$ cat config.mk
export PLATFORM = sky130hd
export DESIGN_NAME = core_issue_ctrl_flat
export DESIGN_NICKNAME = d
export VERILOG_FILES = /design/src/rtl/core_issue_ctrl_if.sv /design/src/rtl/core_issue_ctrl.sv /design/src/flat_wrapper.sv
export SDC_FILE = /design/constraint.sdc
export NUM_CORES = 1
export LEC_CHECK = 0
export ABC_AREA = 1
export CAP_MARGIN = 20
export CORE_ASPECT_RATIO = 0.9
export CORE_MARGIN = 10
export CORE_UTILIZATION = 49
export DETAILED_ROUTE_END_ITERATION = 6
export PLACE_DENSITY = 0.78
export REMOVE_ABC_BUFFERS = 1
export SYNTH_ARGS = -nofsm -noshare
export SYNTH_HDL_FRONTEND = slang
export SYNTH_SLANG_ARGS = --single-unit
$ cat constraint.sdc
create_clock -name clk -period 1.79 [get_ports clk]
set_input_delay 0.2685 -clock clk [delete_from_list [all_inputs] [get_ports clk]]
set_output_delay 0.2685 -clock clk [all_outputs]
set_load 0.005 [all_outputs]
$ cat src/rtl/core_issue_ctrl_if.sv
// core_issue_ctrl_if
//   Groups the issue controller's interface to decode/execute/memory.
//   master: decode-side driver (instruction fields, load_done, branch resolve),
//           observes issue/stall/flush/MDU/scoreboard status.
//   slave : the issue controller itself.
//   Signals:
//     dec_valid, rs1_use, rs2_use, rd_use, rs1_addr, rs2_addr, rd_addr,
//     mem_op, mdu_op, mdu_control, is_branch       - decoded instruction
//     load_done, br_resolve, br_taken              - completion events
//     issue_valid, dec_stall, flush                - issue control
//     mdu_start, mdu_busy, mdu_done, mdu_rd        - MDU sequencing
//     pending                                      - register scoreboard
interface core_issue_ctrl_if;
  logic        dec_valid;
  logic        rs1_use;
  logic        rs2_use;
  logic        rd_use;
  logic [4:0]  rs1_addr;
  logic [4:0]  rs2_addr;
  logic [4:0]  rd_addr;
  logic        mem_op;
  logic        mdu_op;
  logic        mdu_control;
  logic        is_branch;
  logic        load_done;
  logic        br_resolve;
  logic        br_taken;
  logic        issue_valid;
  logic        dec_stall;
  logic        flush;
  logic        mdu_start;
  logic        mdu_busy;
  logic        mdu_done;
  logic [4:0]  mdu_rd;
  logic [31:0] pending;

  modport master (
    output dec_valid, rs1_use, rs2_use, rd_use, rs1_addr, rs2_addr, rd_addr,
           mem_op, mdu_op, mdu_control, is_branch, load_done, br_resolve, br_taken,
    input  issue_valid, dec_stall, flush, mdu_start, mdu_busy, mdu_done, mdu_rd, pending
  );

  modport slave (
    input  dec_valid, rs1_use, rs2_use, rd_use, rs1_addr, rs2_addr, rd_addr,
           mem_op, mdu_op, mdu_control, is_branch, load_done, br_resolve, br_taken,
    output issue_valid, dec_stall, flush, mdu_start, mdu_busy, mdu_done, mdu_rd, pending
  );
endinterface

$ cat src/rtl/core_issue_ctrl.sv
// core_issue_ctrl
//   Issue/hazard controller between decode and execute. Keeps a scoreboard of
//   registers awaiting a load or MDU writeback, sequences the multi-cycle MDU,
//   tracks one outstanding memory op and one unresolved branch, and reports
//   taken-branch flushes.
//   Ports:
//     clk - core clock
//     rst - synchronous active-low reset
//     bus - core_issue_ctrl_if.slave (decode inputs, issue/MDU/scoreboard outputs)
module core_issue_ctrl #(
  parameter int MUL_LAT = 3,
  parameter int DIV_LAT = 33,
  parameter int CNT_W   = 6
) (
  input  logic              clk,
  input  logic              rst,
  core_issue_ctrl_if.slave  bus
);

  typedef enum logic { MDU_IDLE, MDU_BUSY } mdu_state_e;
  typedef enum logic { BR_RUN, BR_WAIT } br_state_e;

  // Counter is loaded with LAT-1 so that done lands exactly LAT cycles after issue.
  localparam logic [CNT_W-1:0] MUL_INIT = CNT_W'(MUL_LAT - 1);
  localparam logic [CNT_W-1:0] DIV_INIT = CNT_W'(DIV_LAT - 1);

  mdu_state_e  mdu_state_q, mdu_state_d;
  br_state_e   br_state_q, br_state_d;
  logic [CNT_W-1:0] cnt_q, cnt_d;
  logic [4:0]  mdu_rd_q, mdu_rd_d;
  logic        mdu_wr_q, mdu_wr_d;     // in-flight MDU op actually writes mdu_rd
  logic        load_busy_q, load_busy_d;
  logic [4:0]  load_rd_q, load_rd_d;   // 0 for stores, so clearing it is harmless
  logic [31:0] pending_q, pending_d;

  logic mdu_busy_w, mdu_done_w, brw_w, flush_w;
  logic raw_w, waw_w, struct_w, issue_w;

  // Hazard detection from registered state and current decode inputs
  always_comb begin
    mdu_busy_w = (mdu_state_q == MDU_BUSY);
    mdu_done_w = mdu_busy_w && (cnt_q == '0);
    brw_w      = (br_state_q == BR_WAIT);
    flush_w    = brw_w & bus.br_resolve & bus.br_taken;
    raw_w      = (bus.rs1_use & pending_q[bus.rs1_addr]) |
                 (bus.rs2_use & pending_q[bus.rs2_addr]);
    waw_w      = bus.rd_use & pending_q[bus.rd_addr];
    // MDU stays busy through its done cycle, which gives the one-cycle
    // structural stall for a back-to-back MDU op.
    struct_w   = (bus.mdu_op & mdu_busy_w) | (bus.mem_op & load_busy_q);
    issue_w    = bus.dec_valid & ~raw_w & ~waw_w & ~struct_w & ~brw_w & ~flush_w;
  end

  // State register
  always_ff @(posedge clk) begin
    if (!rst) begin
      mdu_state_q <= MDU_IDLE;
      br_state_q  <= BR_RUN;
      cnt_q       <= '0;
      mdu_rd_q    <= '0;
      mdu_wr_q    <= 1'b0;
      load_busy_q <= 1'b0;
      load_rd_q   <= '0;
      pending_q   <= '0;
    end else begin
      mdu_state_q <= mdu_state_d;
      br_state_q  <= br_state_d;
      cnt_q       <= cnt_d;
      mdu_rd_q    <= mdu_rd_d;
      mdu_wr_q    <= mdu_wr_d;
      load_busy_q <= load_busy_d;
      load_rd_q   <= load_rd_d;
      pending_q   <= pending_d;
    end
  end

  // Next-state logic
  always_comb begin
    mdu_state_d = mdu_state_q;
    br_state_d  = br_state_q;
    cnt_d       = cnt_q;
    mdu_rd_d    = mdu_rd_q;
    mdu_wr_d    = mdu_wr_q;
    load_busy_d = load_busy_q;
    load_rd_d   = load_rd_q;
    pending_d   = pending_q;

    // Clears first; sets below target a different register because waw
    // blocks any issue that would write a still-pending destination.
    if (load_busy_q && bus.load_done) begin
      load_busy_d          = 1'b0;
      pending_d[load_rd_q] = 1'b0;
    end

    unique case (mdu_state_q)
      MDU_IDLE: begin
        if (issue_w && bus.mdu_op) begin
          mdu_state_d = MDU_BUSY;
          cnt_d       = bus.mdu_control ? DIV_INIT : MUL_INIT;
          mdu_rd_d    = bus.rd_addr;
          mdu_wr_d    = bus.rd_use;
        end
      end
      MDU_BUSY: begin
        if (cnt_q == '0) begin
          mdu_state_d = MDU_IDLE;
          if (mdu_wr_q) pending_d[mdu_rd_q] = 1'b0;
        end else begin
          cnt_d = cnt_q - CNT_W'(1);
        end
      end
      default: mdu_state_d = MDU_IDLE;
    endcase

    unique case (br_state_q)
      BR_RUN:  if (issue_w && bus.is_branch) br_state_d = BR_WAIT;
      BR_WAIT: if (bus.br_resolve)           br_state_d = BR_RUN;
      default: br_state_d = BR_RUN;
    endcase

    if (issue_w && bus.mem_op) begin
      load_busy_d = 1'b1;
      load_rd_d   = bus.rd_use ? bus.rd_addr : 5'd0;
    end
    if (issue_w && bus.rd_use && (bus.mem_op || bus.mdu_op) && (bus.rd_addr != 5'd0))
      pending_d[bus.rd_addr] = 1'b1;
    pending_d[0] = 1'b0;
  end

  // Outputs, forced to 0 while reset is held
  logic        issue_valid_o, dec_stall_o, flush_o, mdu_start_o, mdu_busy_o, mdu_done_o;
  logic [4:0]  mdu_rd_o;
  logic [31:0] pending_o;

  always_comb begin
    issue_valid_o = rst & issue_w;
    dec_stall_o   = rst & bus.dec_valid & ~issue_w;
    flush_o       = rst & flush_w;
    mdu_start_o   = rst & issue_w & bus.mdu_op;
    mdu_busy_o    = rst & mdu_busy_w;
    mdu_done_o    = rst & mdu_done_w;
    mdu_rd_o      = rst ? mdu_rd_q  : 5'd0;
    pending_o     = rst ? pending_q : 32'd0;
  end

  assign bus.issue_valid = issue_valid_o;
  assign bus.dec_stall   = dec_stall_o;
  assign bus.flush       = flush_o;
  assign bus.mdu_start   = mdu_start_o;
  assign bus.mdu_busy    = mdu_busy_o;
  assign bus.mdu_done    = mdu_done_o;
  assign bus.mdu_rd      = mdu_rd_o;
  assign bus.pending     = pending_o;

endmodule

$ cat src/flat_wrapper.sv
// flat-port wrapper written by rule: the top's interface ports become plain ports
module core_issue_ctrl_flat 
#(
  parameter int MUL_LAT = 3,
  parameter int DIV_LAT = 33,
  parameter int CNT_W   = 6
)
  (clk, rst, bus_dec_valid, bus_rs1_use, bus_rs2_use, bus_rd_use, bus_rs1_addr, bus_rs2_addr, bus_rd_addr, bus_mem_op, bus_mdu_op, bus_mdu_control, bus_is_branch, bus_load_done, bus_br_resolve, bus_br_taken, bus_issue_valid, bus_dec_stall, bus_flush, bus_mdu_start, bus_mdu_busy, bus_mdu_done, bus_mdu_rd, bus_pending);
  core_issue_ctrl_if bus_i ();
  input  logic clk;
  input  logic rst;
  input wire logic [$bits(bus_i.dec_valid)-1:0] bus_dec_valid;
  input wire logic [$bits(bus_i.rs1_use)-1:0] bus_rs1_use;
  input wire logic [$bits(bus_i.rs2_use)-1:0] bus_rs2_use;
  input wire logic [$bits(bus_i.rd_use)-1:0] bus_rd_use;
  input wire logic [$bits(bus_i.rs1_addr)-1:0] bus_rs1_addr;
  input wire logic [$bits(bus_i.rs2_addr)-1:0] bus_rs2_addr;
  input wire logic [$bits(bus_i.rd_addr)-1:0] bus_rd_addr;
  input wire logic [$bits(bus_i.mem_op)-1:0] bus_mem_op;
  input wire logic [$bits(bus_i.mdu_op)-1:0] bus_mdu_op;
  input wire logic [$bits(bus_i.mdu_control)-1:0] bus_mdu_control;
  input wire logic [$bits(bus_i.is_branch)-1:0] bus_is_branch;
  input wire logic [$bits(bus_i.load_done)-1:0] bus_load_done;
  input wire logic [$bits(bus_i.br_resolve)-1:0] bus_br_resolve;
  input wire logic [$bits(bus_i.br_taken)-1:0] bus_br_taken;
  output wire logic [$bits(bus_i.issue_valid)-1:0] bus_issue_valid;
  output wire logic [$bits(bus_i.dec_stall)-1:0] bus_dec_stall;
  output wire logic [$bits(bus_i.flush)-1:0] bus_flush;
  output wire logic [$bits(bus_i.mdu_start)-1:0] bus_mdu_start;
  output wire logic [$bits(bus_i.mdu_busy)-1:0] bus_mdu_busy;
  output wire logic [$bits(bus_i.mdu_done)-1:0] bus_mdu_done;
  output wire logic [$bits(bus_i.mdu_rd)-1:0] bus_mdu_rd;
  output wire logic [$bits(bus_i.pending)-1:0] bus_pending;
  assign bus_i.dec_valid = bus_dec_valid;
  assign bus_i.rs1_use = bus_rs1_use;
  assign bus_i.rs2_use = bus_rs2_use;
  assign bus_i.rd_use = bus_rd_use;
  assign bus_i.rs1_addr = bus_rs1_addr;
  assign bus_i.rs2_addr = bus_rs2_addr;
  assign bus_i.rd_addr = bus_rd_addr;
  assign bus_i.mem_op = bus_mem_op;
  assign bus_i.mdu_op = bus_mdu_op;
  assign bus_i.mdu_control = bus_mdu_control;
  assign bus_i.is_branch = bus_is_branch;
  assign bus_i.load_done = bus_load_done;
  assign bus_i.br_resolve = bus_br_resolve;
  assign bus_i.br_taken = bus_br_taken;
  assign bus_issue_valid = bus_i.issue_valid;
  assign bus_dec_stall = bus_i.dec_stall;
  assign bus_flush = bus_i.flush;
  assign bus_mdu_start = bus_i.mdu_start;
  assign bus_mdu_busy = bus_i.mdu_busy;
  assign bus_mdu_done = bus_i.mdu_done;
  assign bus_mdu_rd = bus_i.mdu_rd;
  assign bus_pending = bus_i.pending;
  core_issue_ctrl #(.MUL_LAT(MUL_LAT), .DIV_LAT(DIV_LAT), .CNT_W(CNT_W)) u_core (.clk(clk), .rst(rst), .bus(bus_i));
endmodule
# Word-level counts from Yosys, hierarchy flattened
# Index checks and enable logic that the tools add are counted.
[word_totals] register_bits=52 input_bits=28 output_inout_bits=43 elab_cells=102
[op_classes] addsub=1 magnitude_cmp=8 eq_ne=2 mux=32 n_bitwise=33 reduce_logical=17
[op_table] op="32-bit two-way mux" n=6
[op_table] op="32-bit AND" n=2
[op_table] op="32-bit inverter" n=2
[op_table] op="32-bit bitwise OR" n=1
[op_table] op="5-bit by 6-bit less-than comparator with 1-bit output (second input constant)" n=5
[op_table] op="1-bit AND" n=19
[op_table] op="6-bit two-way mux" n=3
[op_table] op="1-bit binary-select mux with 5-bit select" n=3
[op_table] op="1-bit demux with 5-bit select" n=3
[op_table] op="5-bit by 1-bit greater-or-equal comparator with 1-bit output (second input constant)" n=3
[op_table] op="1-bit two-way mux" n=12
[op_table] op="6-bit one-hot mux with 2 select lines" n=1
[op_table] op="1-bit logical AND" n=11
[op_table] op="5-bit two-way mux" n=2
[op_table] op="1-bit inverter" n=7
[op_table] op="6-bit zero test" n=1
[op_table] op="6-bit by 1-bit subtractor with 6-bit output (second input constant)" n=1
[op_table] op="5-bit nonzero test" n=1
[op_table] op="1-bit one-hot mux with 2 select lines" n=2
[op_table] op="2-bit AND reduction" n=2
[op_table] op="2-bit by 1-bit != test with 1-bit output (second input constant)" n=1
[op_table] op="2-bit != test (second input constant)" n=1
[op_table] op="1-bit bitwise OR" n=2
[op_table] op="2-bit nonzero test" n=1
[op_table] op="1-bit logical OR" n=1

# Logic depth before layout (Yosys ltp)
[depth] word_depth=14 mapped_depth=17 mapped_depth_nobuf=16

# Least setup slack after synthesis
# OpenSTA, ideal clock, no wires.
[synth_timing] path_kind="input port to output port" from="in bus_rs1_addr[0]" to="out bus_mdu_start" arrival_time_ns=1.527 t_required_ns=1.521 path_slack_ns=-0.006 stages=13 n_path_buf=2 path_cell_list="buf_2 > inv_1 > buf_4 > nand2_1 > nand3_1 > nand3_1 > nand3_1 > nand3_1 > nand3_1 > inv_1 > nor2_1 > nand2_1 > nor3_1"
[synth_between] elab_chain_cells=12
[synth_lines] item="start, declared" line_no="flat_wrapper.sv:16" source="input wire logic [$bits(bus_i.rs1_addr)-1:0] bus_rs1_addr;"
[synth_lines] item="1-bit binary-select mux with 5-bit select" line_no="core_issue_ctrl.sv:45" source="raw_w = (bus.rs1_use & pending_q[bus.rs1_addr]) |"
[synth_lines] item="1-bit two-way mux (implied by the code)" line_no="core_issue_ctrl.sv:45"
[synth_lines] item="1-bit AND" line_no="core_issue_ctrl.sv:45"
[synth_lines] item="1-bit bitwise OR" line_no="core_issue_ctrl.sv:45"
[synth_lines] item="1-bit inverter" line_no="core_issue_ctrl.sv:51" source="issue_w = bus.dec_valid & ~raw_w & ~waw_w & ~struct_w & ~brw_w & ~flush_w;"
[synth_lines] item="1-bit AND (5 in a row)" line_no="core_issue_ctrl.sv:51"
[synth_lines] item="1-bit AND (2 in a row)" line_no="core_issue_ctrl.sv:139" source="mdu_start_o = rst & issue_w & bus.mdu_op;"
[synth_lines] item="end, declared" line_no="flat_wrapper.sv:29" source="output wire logic [$bits(bus_i.mdu_start)-1:0] bus_mdu_start;"
# Every way passes these cells. The select of a mux whose other input is x is not followed.

# Worst setup path in the final report
[layout_timing] from="reg u_core.pending_q[3]" to="out bus_issue_valid"
[layout_between] elab_chain_cells=11 elab_cells_between_ends=18 cone_classes="mux: 6; bitwise: 12"
[layout_lines] item="start, declared" line_no="core_issue_ctrl.sv:34" source="logic [31:0] pending_q, pending_d;"
[layout_lines] item="start signal, assigned" line_no="core_issue_ctrl.sv:73" source="pending_q <= pending_d;"
[layout_lines] item="1-bit binary-select mux with 5-bit select, on equally long branches" line_no="core_issue_ctrl.sv:45, core_issue_ctrl.sv:46"
[layout_lines] item="1-bit two-way mux, on equally long branches" line_no="core_issue_ctrl.sv:45, core_issue_ctrl.sv:46"
[layout_lines] item="1-bit AND, on equally long branches" line_no="core_issue_ctrl.sv:45, core_issue_ctrl.sv:46"
[layout_lines] item="1-bit bitwise OR" line_no="core_issue_ctrl.sv:45"
[layout_lines] item="1-bit inverter" line_no="core_issue_ctrl.sv:51"
[layout_lines] item="1-bit AND" line_no="core_issue_ctrl.sv:51"
[layout_lines] item="1-bit AND (*) (4 in a row)" line_no="core_issue_ctrl.sv:51"
[layout_lines] item="1-bit AND (*)" line_no="core_issue_ctrl.sv:136" source="issue_valid_o = rst & issue_w;"
[layout_lines] item="end, declared" line_no="flat_wrapper.sv:26" source="output wire logic [$bits(bus_i.issue_valid)-1:0] bus_issue_valid;"
# Every way passes the cells marked *; elsewhere a longest branch is shown, timed or not. The select of a mux whose other input is x is not followed.

==> impl_metrics.env <==
export IMPL_outcome="finished, violations left"
export IMPL_violations="design-rule violations, negative setup slack"
export IMPL_seqPwrFrac=0.423
export IMPL_io_buffers=69
export IMPL_antenna_cells=0
export IMPL_timing_hold_ws_ns=0.4577
export IMPL_finClkSkew_ns=0.01823
export IMPL_fmax_mhz=435.8
export IMPL_crit_type="reg -> out"
export IMPL_layout_setup_ws_ns=-0.5045
export IMPL_synthFlopType="dfxtp_1"
export IMPL_die_h_um=106.3
export IMPL_cts_inserted_buffers=5
export IMPL_first_iter_violations=612
export IMPL_cp_startpoint="u_core.pending_q[3]"
export IMPL_syn_avg_cell_area_um2=5.430
export IMPL_ir_worst_vdd_uv=474.9
export IMPL_pin_count=71
export IMPL_insertion_delay_ns=0.32
export IMPL_first_pass_iters=7
export IMPL_place_ws_ns=-1.080
export IMPL_vias_per_cell=5.666
export IMPL_r2r_setup_slack_ns=-0.37
export IMPL_path_cells="buf_4, nand3_1, nand3_1, nand2_1, nand2_1, nor2_2, nand2_2, nand2_2, nand2_2, nor2_4, nand2_2, buf_6, nor2_4, buf_2"
export IMPL_initial_core_util=0.5028
export IMPL_pwr_share_clk=0.253
export IMPL_grt_antenna_before_repair=0
export IMPL_fin_crit_sh=1.282
export IMPL_hold_class="reg -> reg"
export IMPL_finalWirelength_um=17640
export IMPL_hpwlAfterDp_um=12190
export IMPL_maxCapViolCount=0
export IMPL_grt_max_degree=32
export IMPL_mappedNetlistArea_um2=4056
export IMPL_ys_seq_elements=51
export IMPL_max_stage_delay_ns=0.34
export IMPL_ant_nets=0
export IMPL_start_kind="register"
export IMPL_cts_root_buf="clkbuf_8"
export IMPL_grt_first_pass_wirelength_um=26120
export IMPL_grt_usage=0.2568
export IMPL_power_share_switching=0.3543
export IMPL_cpMaxStageDelayCell="dfxtp_2"
export IMPL_wire_per_inst_um=17.29
export IMPL_leakage_nw=3.110
export IMPL_ys_types=26
export IMPL_async_flop_share=0
export IMPL_final_min_clock_period_ns=2.295
export IMPL_overflow=0
export IMPL_routabilityCongestion=1.009
export IMPL_final_cells=1020
export IMPL_p_per_area_nw_per_um2=429.6
export IMPL_power_frac_comb=0.323
export IMPL_tritoncts="done"
export IMPL_layout_commonest_cell="nand2_1"
export IMPL_hold_viol_final=0
export IMPL_cp_max_fo=2
export IMPL_crit_top_cell="nand2_2"
export IMPL_fin_util=0.8091
export IMPL_crit_buf_inv=3
export IMPL_place_inst=993
export IMPL_cp_top_family="simple AND/OR/NAND/NOR gates"
export IMPL_cts_hold_buf=0
export IMPL_htreeDepth=2
export IMPL_reg2reg_depth=16
export IMPL_synth_edff_count=0
export IMPL_die_w_um=115.9
export IMPL_grt_setup_unrepaired="true"
export IMPL_nNetsFinal=949
export IMPL_design_die_area_um2=12320
export IMPL_max_slew_margin=0.6124
export IMPL_p_switching_uw=993.4
export IMPL_clkSlewWorstSetupHoldPaths_ns=0.10
export IMPL_placementRows=31
export IMPL_reg2reg_from="u_core.pending_q[3]"
export IMPL_drc=2
export IMPL_arrival_ns=2.03
export IMPL_p_int_mw=1.811
export IMPL_worstPathRequired_ns=1.52
export IMPL_worst_pin_slew_ns=0.5770
export IMPL_coreArea_um2=8068
export IMPL_seq_area_frac_synth=0.2517
export IMPL_grt_pass1_vias=5325
export IMPL_crit_cells=14
export IMPL_clockBufferDepth=2
export IMPL_drv_slew=0
export IMPL_setup_violations_final=53
export IMPL_cts_num_sinks=51
export IMPL_num_vias=5779
export IMPL_yosysWarnings=0
export IMPL_endpoint="bus_issue_valid"
export IMPL_layout_common_cells="nand2_1, buf_4, inv_1"
export IMPL_end_kind="output pin"
export IMPL_r2r_end="u_core.pending_q[28]"
export IMPL_drive_gt1_frac=0.3420
export IMPL_area_growth_pct=60.92
export IMPL_synth_cells=747
==> power by group through the flow <==
stage | combinational, mW | sequential (mW) | clock [mW]
2_1_floorplan | 0.308 | 1.21 | 0
3_3_place_gp | 0.656 | 1.22 | 0
3_5_place_dp | 0.671 | 1.22 | 0
4_1_cts | 0.784 | 1.19 | 0.696
5_1_grt | 0.965 | 1.19 | 0.744
6_report | 0.907 | 1.19 | 0.710
==> Yosys cell counts (2+ instances only) <==
library cell / instances / area share
a21oi_1: 75 / 0.093
buf_1: 3 / 0.0028
buf_2: 10 / 0.012
buf_4: 3 / 0.0056
buf_6: 4 / 0.011
clkbuf_1: 12 / 0.011
dfxtp_1: 51 / 0.25
inv_1: 115 / 0.11
inv_2: 2 / 0.0019
nand2_1: 233 / 0.22
nand3_1: 116 / 0.14
nand4_1: 2 / 0.0031
nor2_1: 51 / 0.047
nor3_1: 23 / 0.028
o211ai_1: 4 / 0.0074
o21ai_0: 32 / 0.039
xor2_1: 2 / 0.0043
==> what timing repair did <==
action / in CTS / in global routing
setup buffers: 8 / 9
resized for setup: 111 / 139
gates cloned: 5 / 1
setup endpoints to repair: 93 / 61
pin swaps: 11 / 31
==> routing by layer <==
metal / global-route usage / vias to the layer above / share of wire
met1: 0.3160 / 2605 / 0.40
met4: 0.1027 / 0 / 0.040
met3: 0.07195 / 78 / 0.12
met5: 0 / - / 0
li1: - / 2721 / -
met2: 0.4129 / 375 / 0.45
==> layout make-up <==
| class | instances | area (um2) |
|---|---|---|
| multi-input combinational | 545 | 2962 |
| timing repair buffer | 199 | 1826 |
| fill | 596 | 1540 |
| sequential | 51 | 1074 |
| inverter | 118 | 449.2 |
| tap | 99 | 123.9 |
| clock buffer | 5 | 68.82 |
| clock inverter | 3 | 25.02 |
==> sequential cells by signal, indices dropped and copies added (netlist names) <==
| register | cells |
|---|---|
| u_core.mdu_wr_q | 1 |
| u_core.mdu_busy_w | 1 |
| u_core.pending_q | 31 |
| u_core.cnt_q | 6 |
| u_core.mdu_rd_q | 5 |
| u_core.load_busy_q | 1 |
| u_core.br_state_q | 1 |
| u_core.load_rd_q | 5 |
==> cell families after synthesis <==
kind of cell | after synthesis | share of synthesized area
flip-flops | 51 | 0.2517
adder cells (fa/ha/maj) | 1 | 0.003084
AND/OR/NAND/NOR | 428 | 0.4432
other | 1 | 0.0009245
AO/OA/AOI/OAI | 113 | 0.1434
buffers and inverters | 151 | 0.1533
XOR/XNOR | 2 | 0.004319
==> per-stage QoR <==
stage / TNS (ns) / power (mW) / cell area (um2)
final: -16.96 / 2.804 / 6528
after detailed placement: -42.97 / 1.890 / 5588
after CTS: -10.07 / 2.670 / 6007
after global routing: -22.77 / 2.899 / 6528
after global placement: -39.62 / 1.874 / 5588
after floorplan: -3.056 / 1.521 / 3877
==> how the worst min path moves through the flow <==
stage / depth (start not counted) / slack [ns] / from / endpoint
3_3_place_gp: 1 / 0.44 / u_core.cnt_q[0] / u_core.cnt_q[0]
4_1_cts: 1 / 0.47 / u_core.cnt_q[0] / u_core.cnt_q[0]
5_1_grt: 1 / 0.47 / u_core.cnt_q[0] / u_core.cnt_q[0]
2_1_floorplan: 2 / 0.39 / rst / u_core.cnt_q[1]
6_report: 1 / 0.46 / u_core.cnt_q[0] / u_core.cnt_q[0]
3_5_place_dp: 1 / 0.45 / u_core.cnt_q[0] / u_core.cnt_q[0]
(Power assumes the default switching activity.)
